<file path="config.mk">
export PLATFORM = sky130hd
export DESIGN_NAME = buffer_read_controller_flat
export DESIGN_NICKNAME = d
export VERILOG_FILES = /design/src/rtl/buffer_read_controller_pkg.sv /design/src/rtl/buffer_read_controller_if.sv /design/src/rtl/buffer_read_controller_skid.sv /design/src/rtl/buffer_read_controller.sv /design/src/flat_wrapper.sv
export SDC_FILE = /design/constraint.sdc
export NUM_CORES = 1
export LEC_CHECK = 0
export ABC_AREA = 1
export CORE_UTILIZATION = 57
export DETAILED_ROUTE_END_ITERATION = 12
export GPL_TIMING_DRIVEN = 0
export PLACE_DENSITY_LB_ADDON = 0.08
export SYNTH_ARGS = -nofsm -noshare
export SYNTH_HDL_FRONTEND = slang
export SYNTH_SLANG_ARGS = --single-unit
</file>
<file path="constraint.sdc">
create_clock -name clk -period 4.93 [get_ports clk]
set_input_delay 1.2325 -clock clk [delete_from_list [all_inputs] [get_ports clk]]
set_output_delay 1.2325 -clock clk [all_outputs]
set_load 0.01 [all_outputs]
</file>
<file path="src/rtl/buffer_read_controller_pkg.sv">
// Shared types and constants for the buffer read controller slice.
// State encoding and skid buffer sizing used by the controller and its FIFO.
package buffer_read_controller_pkg;

  typedef enum logic [1:0] {
    IDLE = 2'd0,
    READ = 2'd1,
    DONE = 2'd2
  } state_e;

  localparam int SKID_DEPTH = 2;
  localparam int OCC_W      = $clog2(SKID_DEPTH + 1);
  localparam int PTR_W      = $clog2(SKID_DEPTH);

endpackage

</file>
<file path="src/rtl/buffer_read_controller_if.sv">
// Handshake and buffer-side bundle between the read controller and its environment.
// The controller uses the slave view; the buffer/consumer side uses the master view.
interface buffer_read_controller_if #(
  parameter int DATA_W  = 16,
  parameter int COUNT_W = 8
);

  logic               start;
  logic [COUNT_W-1:0] len;
  logic               buf_empty;
  logic [DATA_W-1:0]  buf_rdata;
  logic               buf_ren;
  logic [DATA_W-1:0]  out_data;
  logic               out_valid;
  logic               out_ready;
  logic               busy;
  logic               done;

  modport slave (
    input  start, len, buf_empty, buf_rdata, out_ready,
    output buf_ren, out_data, out_valid, busy, done
  );

  modport master (
    output start, len, buf_empty, buf_rdata, out_ready,
    input  buf_ren, out_data, out_valid, busy, done
  );

endinterface

</file>
<file path="src/rtl/buffer_read_controller_skid.sv">
// Two-entry FIFO that absorbs buffer read data while the consumer stalls.
// Head data is forced to zero when empty so the output bus is quiet between words.
module read_skid_buffer
  import buffer_read_controller_pkg::*;
#(
  parameter int DATA_W = 16
) (
  input  logic              clk,
  input  logic              rst,
  input  logic              push,
  input  logic [DATA_W-1:0] din,
  input  logic              pop,
  output logic [DATA_W-1:0] dout,
  output logic [OCC_W-1:0]  occ
);

  logic [DATA_W-1:0] mem_q [SKID_DEPTH];
  logic [PTR_W-1:0]  rdPtr_q;
  logic [PTR_W-1:0]  wrPtr_q;
  logic [OCC_W-1:0]  occ_q;

  always_ff @(posedge clk or posedge rst) begin
    if (rst) begin
      for (int i = 0; i < SKID_DEPTH; i++) begin
        mem_q[i] <= '0;
      end
      rdPtr_q <= '0;
      wrPtr_q <= '0;
      occ_q   <= '0;
    end else begin
      if (push) begin
        mem_q[wrPtr_q] <= din;
        wrPtr_q        <= wrPtr_q + PTR_W'(1);
      end
      if (pop) begin
        rdPtr_q <= rdPtr_q + PTR_W'(1);
      end
      occ_q <= occ_q + OCC_W'(push) - OCC_W'(pop);
    end
  end

  assign dout = (occ_q != '0) ? mem_q[rdPtr_q] : '0;
  assign occ  = occ_q;

endmodule

</file>
<file path="src/rtl/buffer_read_controller.sv">
// Burst reader: issues up to len buffer reads and streams the words out over valid/ready.
// Reads are throttled so in-flight data always has a free skid slot to land in.
module buffer_read_controller
  import buffer_read_controller_pkg::*;
#(
  parameter int DATA_W  = 16,
  parameter int COUNT_W = 8
) (
  input logic                      clk,
  input logic                      rst,
  buffer_read_controller_if.slave  bus
);

  state_e             state_q;
  logic [COUNT_W-1:0] issueCnt_q;
  logic [COUNT_W-1:0] deliverCnt_q;
  logic               inflight_q;

  logic [OCC_W-1:0]   occ;
  logic               outValid;
  logic               fire;
  logic               bufRen;
  logic [OCC_W:0]     pending;

  assign outValid = (occ != '0);
  assign fire     = outValid & bus.out_ready;

  // Slots that will be taken after this edge if no new read is issued.
  assign pending = {1'b0, occ} + {{OCC_W{1'b0}}, inflight_q} - {{OCC_W{1'b0}}, fire};

  assign bufRen = (state_q == READ) && (issueCnt_q != '0) && !bus.buf_empty &&
                  (pending < (OCC_W+1)'(SKID_DEPTH));

  always_ff @(posedge clk or posedge rst) begin
    if (rst) begin
      state_q      <= IDLE;
      issueCnt_q   <= '0;
      deliverCnt_q <= '0;
      inflight_q   <= 1'b0;
    end else begin
      inflight_q <= bufRen;
      case (state_q)
        IDLE: begin
          if (bus.start) begin
            issueCnt_q   <= bus.len;
            deliverCnt_q <= bus.len;
            state_q      <= (bus.len == '0) ? DONE : READ;
          end
        end
        READ: begin
          if (bufRen) begin
            issueCnt_q <= issueCnt_q - COUNT_W'(1);
          end
          if (fire) begin
            deliverCnt_q <= deliverCnt_q - COUNT_W'(1);
            if (deliverCnt_q == COUNT_W'(1)) begin
              state_q <= DONE;
            end
          end
        end
        DONE:    state_q <= IDLE;
        default: state_q <= IDLE;
      endcase
    end
  end

  read_skid_buffer #(
    .DATA_W (DATA_W)
  ) u_skid (
    .clk  (clk),
    .rst  (rst),
    .push (inflight_q),
    .din  (bus.buf_rdata),
    .pop  (fire),
    .dout (bus.out_data),
    .occ  (occ)
  );

  assign bus.buf_ren   = bufRen;
  assign bus.out_valid = outValid;
  assign bus.busy      = (state_q == READ);
  assign bus.done      = (state_q == DONE);

endmodule

</file>
<file path="src/flat_wrapper.sv">
// flat-port wrapper written by rule: the top's interface ports become plain ports
module buffer_read_controller_flat import buffer_read_controller_pkg::*;
#(
  parameter int DATA_W  = 16,
  parameter int COUNT_W = 8
)
  (clk, rst, bus_start, bus_len, bus_buf_empty, bus_buf_rdata, bus_out_ready, bus_buf_ren, bus_out_data, bus_out_valid, bus_busy, bus_done);
  buffer_read_controller_if #(.DATA_W(DATA_W), .COUNT_W(COUNT_W)) bus_i ();
  input logic clk;
  input logic rst;
  input wire logic [$bits(bus_i.start)-1:0] bus_start;
  input wire logic [$bits(bus_i.len)-1:0] bus_len;
  input wire logic [$bits(bus_i.buf_empty)-1:0] bus_buf_empty;
  input wire logic [$bits(bus_i.buf_rdata)-1:0] bus_buf_rdata;
  input wire logic [$bits(bus_i.out_ready)-1:0] bus_out_ready;
  output wire logic [$bits(bus_i.buf_ren)-1:0] bus_buf_ren;
  output wire logic [$bits(bus_i.out_data)-1:0] bus_out_data;
  output wire logic [$bits(bus_i.out_valid)-1:0] bus_out_valid;
  output wire logic [$bits(bus_i.busy)-1:0] bus_busy;
  output wire logic [$bits(bus_i.done)-1:0] bus_done;
  assign bus_i.start = bus_start;
  assign bus_i.len = bus_len;
  assign bus_i.buf_empty = bus_buf_empty;
  assign bus_i.buf_rdata = bus_buf_rdata;
  assign bus_i.out_ready = bus_out_ready;
  assign bus_buf_ren = bus_i.buf_ren;
  assign bus_out_data = bus_i.out_data;
  assign bus_out_valid = bus_i.out_valid;
  assign bus_busy = bus_i.busy;
  assign bus_done = bus_i.done;
  buffer_read_controller #(.DATA_W(DATA_W), .COUNT_W(COUNT_W)) u_core (.clk(clk), .rst(rst), .bus(bus_i));
endmodule
</file>
==> reports/qor.csv <==
stage;metric;value;unit
route;met1 wire length;2.89;mm
place;Placed Area;0.00352;mm2
sta;RSZ-0062 raised after global routing;false;
route;wire per inst;12.8;um
cells_and_area;synth-to-layout area growth;23.1;%
worst_hold_path;Hold WC Path Type;reg2reg;
place;placed cell count;513;
sta;Tmin final;4670;ps
route;Starting DRT DRC Count;159;
global_route;antenna violations before repair;0;
sta;Slew HR;63.6;%
logic_synthesis;Syn Area/Cell;7.39;um2
logic_synthesis;Synth Flop Type;dfrtp_1;
logic_synthesis;share of the synthesized area in the top cell type;46.9;%
pwr;Worst VDD drop;0.351;mV
logic_synthesis;Commonest cells post-synth;nand2_1 (127), dfrtp_1 (55), inv_1 (48);
place;Placer Congestion;0.888;
place;pre-CTS WS;-50.1;ps
cts;Skew-Pair Late Insertion Delay;310;ps
cells_and_area;fin cells;521;
cells_and_area;ANT cells;0;
cells_and_area;layout cells sized above 1;6.39;%
cts;Root Driver;clkbuf_8;
floorplanning;core footprint;0.00485;mm2
floorplanning;die area;0.00544;mm2
run;Max-cap violations;0;
floorplanning;Die W;73.7;um
run_status;outcome;finished, final reports clean;
cells_and_area;cell area after layout;0.00361;mm2
worst_setup_path;CP required;3700;ps
route;antenna viol nets, final;0;
floorplanning;# IOs;49;
pwr;PwrDens;691;mW/mm2
route;DRC viols;0;
cells_and_area;Util after Layout;74.5;%
route;final WL;6.69;mm
logic_synthesis;largest cells by area after synthesis;dfrtp_1 (47%), nand2_1 (16%), o21ai_0 (8.0%), inv_1 (6.1%), nor2_1 (4.5%);
sta;Final Setup Violations;0;
logic_synthesis;top-count cell post-synth;nand2_1;
sta;final setup margin;259;ps
floorplanning;Initial Utilization;60.5;%
place;Port Buf Inserts;48;
pwr;Power, Total;2.50;mW
sta;f_max;214;MHz
logic_synthesis;library cells used by synthesis;26;
route;drt via density;5.23;
logic_synthesis;Syn Nets;432;
logic_synthesis;Synth warnings;0;
sta;Final Hold Viols;0;
cts;clk buf depth;2;
logic_synthesis;sequential element share of the synthesized area;46.9;%
global_route;largest net degree at the start of global routing;41;
global_route;vias in the first global route;2618;
cts;H-tree depth;2;
cts;clock sink count;55;
pwr;leakage;1.82;nW
sta;Final period util;94.8;%
sta;setup TNS;0;ps
logic_synthesis;Post-synth EDFFs;0;
sta;Setup Skew;7.39;ps
logic_synthesis;FF+latch count, synth;55;
cells_and_area;Final Net Count;488;
worst_setup_path;Worst setup SP type;input pin;
global_route;GRT Total Usage;27.7;%
global_route;gr ovfl total;0;
cts;CTS Buf Count;5;
logic_synthesis;Mapped Cells;397;
route;drt first pass iters;4;
logic_synthesis;Cell Area, Synth;0.00293;mm2
cts;hold_buf cts;0;
cells_and_area;fill cell total of the finished layout;387;
place;DP HPWL;4.84;mm
route;Met2 Routed Length;3.40;mm
route;routed wl met3;220;um
logic_synthesis;Async SR Flop Fraction;100;%
floorplanning;Rows;25;
logic_synthesis;post-synth top area cell;dfrtp_1;
sta;worst-margin pin slew;546;ps
worst_setup_path;crit path DAT;3440;ps
route;DR top layer;met4;
worst_setup_path;Crit Path Class;in2out;
worst_setup_path;CP endpoint kind;output port;
global_route;first-pass GRT wire length;11.4;mm
sta;Final Hold Slack;493;ps
cts;Reg clk slew, reported paths;90;ps
cts;CTS tree;yes;
worst_setup_path;Critical Path Fanout Max;7;
sta;max-slew violation count;0;
route;vias after detailed routing;2727;
floorplanning;Die Y;73.7;um
critical path: stages:
cell	delay [ps]
clkdlybuf4s50_1	480
nand2_1	120
nand2_1	80
nand2_1	50
ha_1	190
fa_1	490
nor2_1	130
nand2_2	60
nor2_2	120
nand2_2	120
inv_1	90
dlygate4sd2_1	270
flip-flops by register name (all words and copies together) (netlist names):
signal	count
u_core.issueCnt_q	8
u_core.inflight_q	1
u_core.u_skid.occ	2
u_core.u_skid.wrPtr_q	1
u_core.u_skid.rdPtr_q	1
u_core.deliverCnt_q	8
u_core.state_q	2
u_core.u_skid.mem_q	32
power by group:
| part | switching (mW) | internal (mW) |
|---|---|---|
| clock network | 0.149 | 0.115 |
| registers | 0.140 | 0.677 |
| logic | 0.802 | 0.614 |
repair_timing:
action,CTS,global route
gates resized for setup,1,0
setup buffers,0,0
setup endpoints to repair,1,0
path summary, 6_finish.rpt:
kind | depth (start not counted) | to | start | slack [ps]
max reg2reg | 15 | u_core.issueCnt_q[0] | u_core.u_skid.occ[1] | 2570
max | 12 | bus_buf_ren | bus_out_ready | 260
min in group asynchronous | 2 | u_core.state_q[1] | rst | 1210
min reg2reg | 2 | u_core.u_skid.mem_q[23] | u_core.u_skid.mem_q[23] | 490
max in group asynchronous | 3 | u_core.u_skid.mem_q[18] | rst | 3190
min | 2 | u_core.u_skid.mem_q[23] | u_core.u_skid.mem_q[23] | 490
kinds of logic after synthesis:
group,count (synthesis),share of synthesized area (%)
and+or+nand+nor,193,26.7
buffers and inverters,67,9.21
adders and majority gates,6,2.82
xor gates and xnor gates,5,1.49
AOI/OAI and AO/OA,71,12.8
DFF,55,46.9
metal layers:
| metal | global-route usage, % | vias to the layer above |
|---|---|---|
| met1 | 33.4 | 1295 |
| met4 | 11.1 | 0 |
| met2 | 49.2 | 64 |
| li1 | - | 1352 |
| met5 | 0 | - |
| met3 | 4.53 | 16 |
final cells by class:
class                   count  area, um2  area share, %
clock inverters             1       8.76          0.243
plain buffers              15       75.1           2.08
inverters                  52        195           5.41
well taps                  67       83.8           2.32
repair buffers             49        499           13.8
flip-flops and latches     55       1380           38.1
clock buffers               7       86.3           2.39
multi-input cells         275       1290           35.6
layout by cell type (no fill, tap or decap), drive strengths merged:
master,count
a21oi,21
a22oi,1
buf,6
clkbuf,17
clkdlybuf4s50,47
clkinv,2
dfrtp,55
dlygate4sd2,1
fa,1
ha,5
inv,51
nand2,132
nand3,19
nand3b,1
nand4,2
nor2,37
nor3,1
o21ai,49
or2,1
xnor2,2
xor2,3
Note: power is estimated with default switching activity, not from simulation.
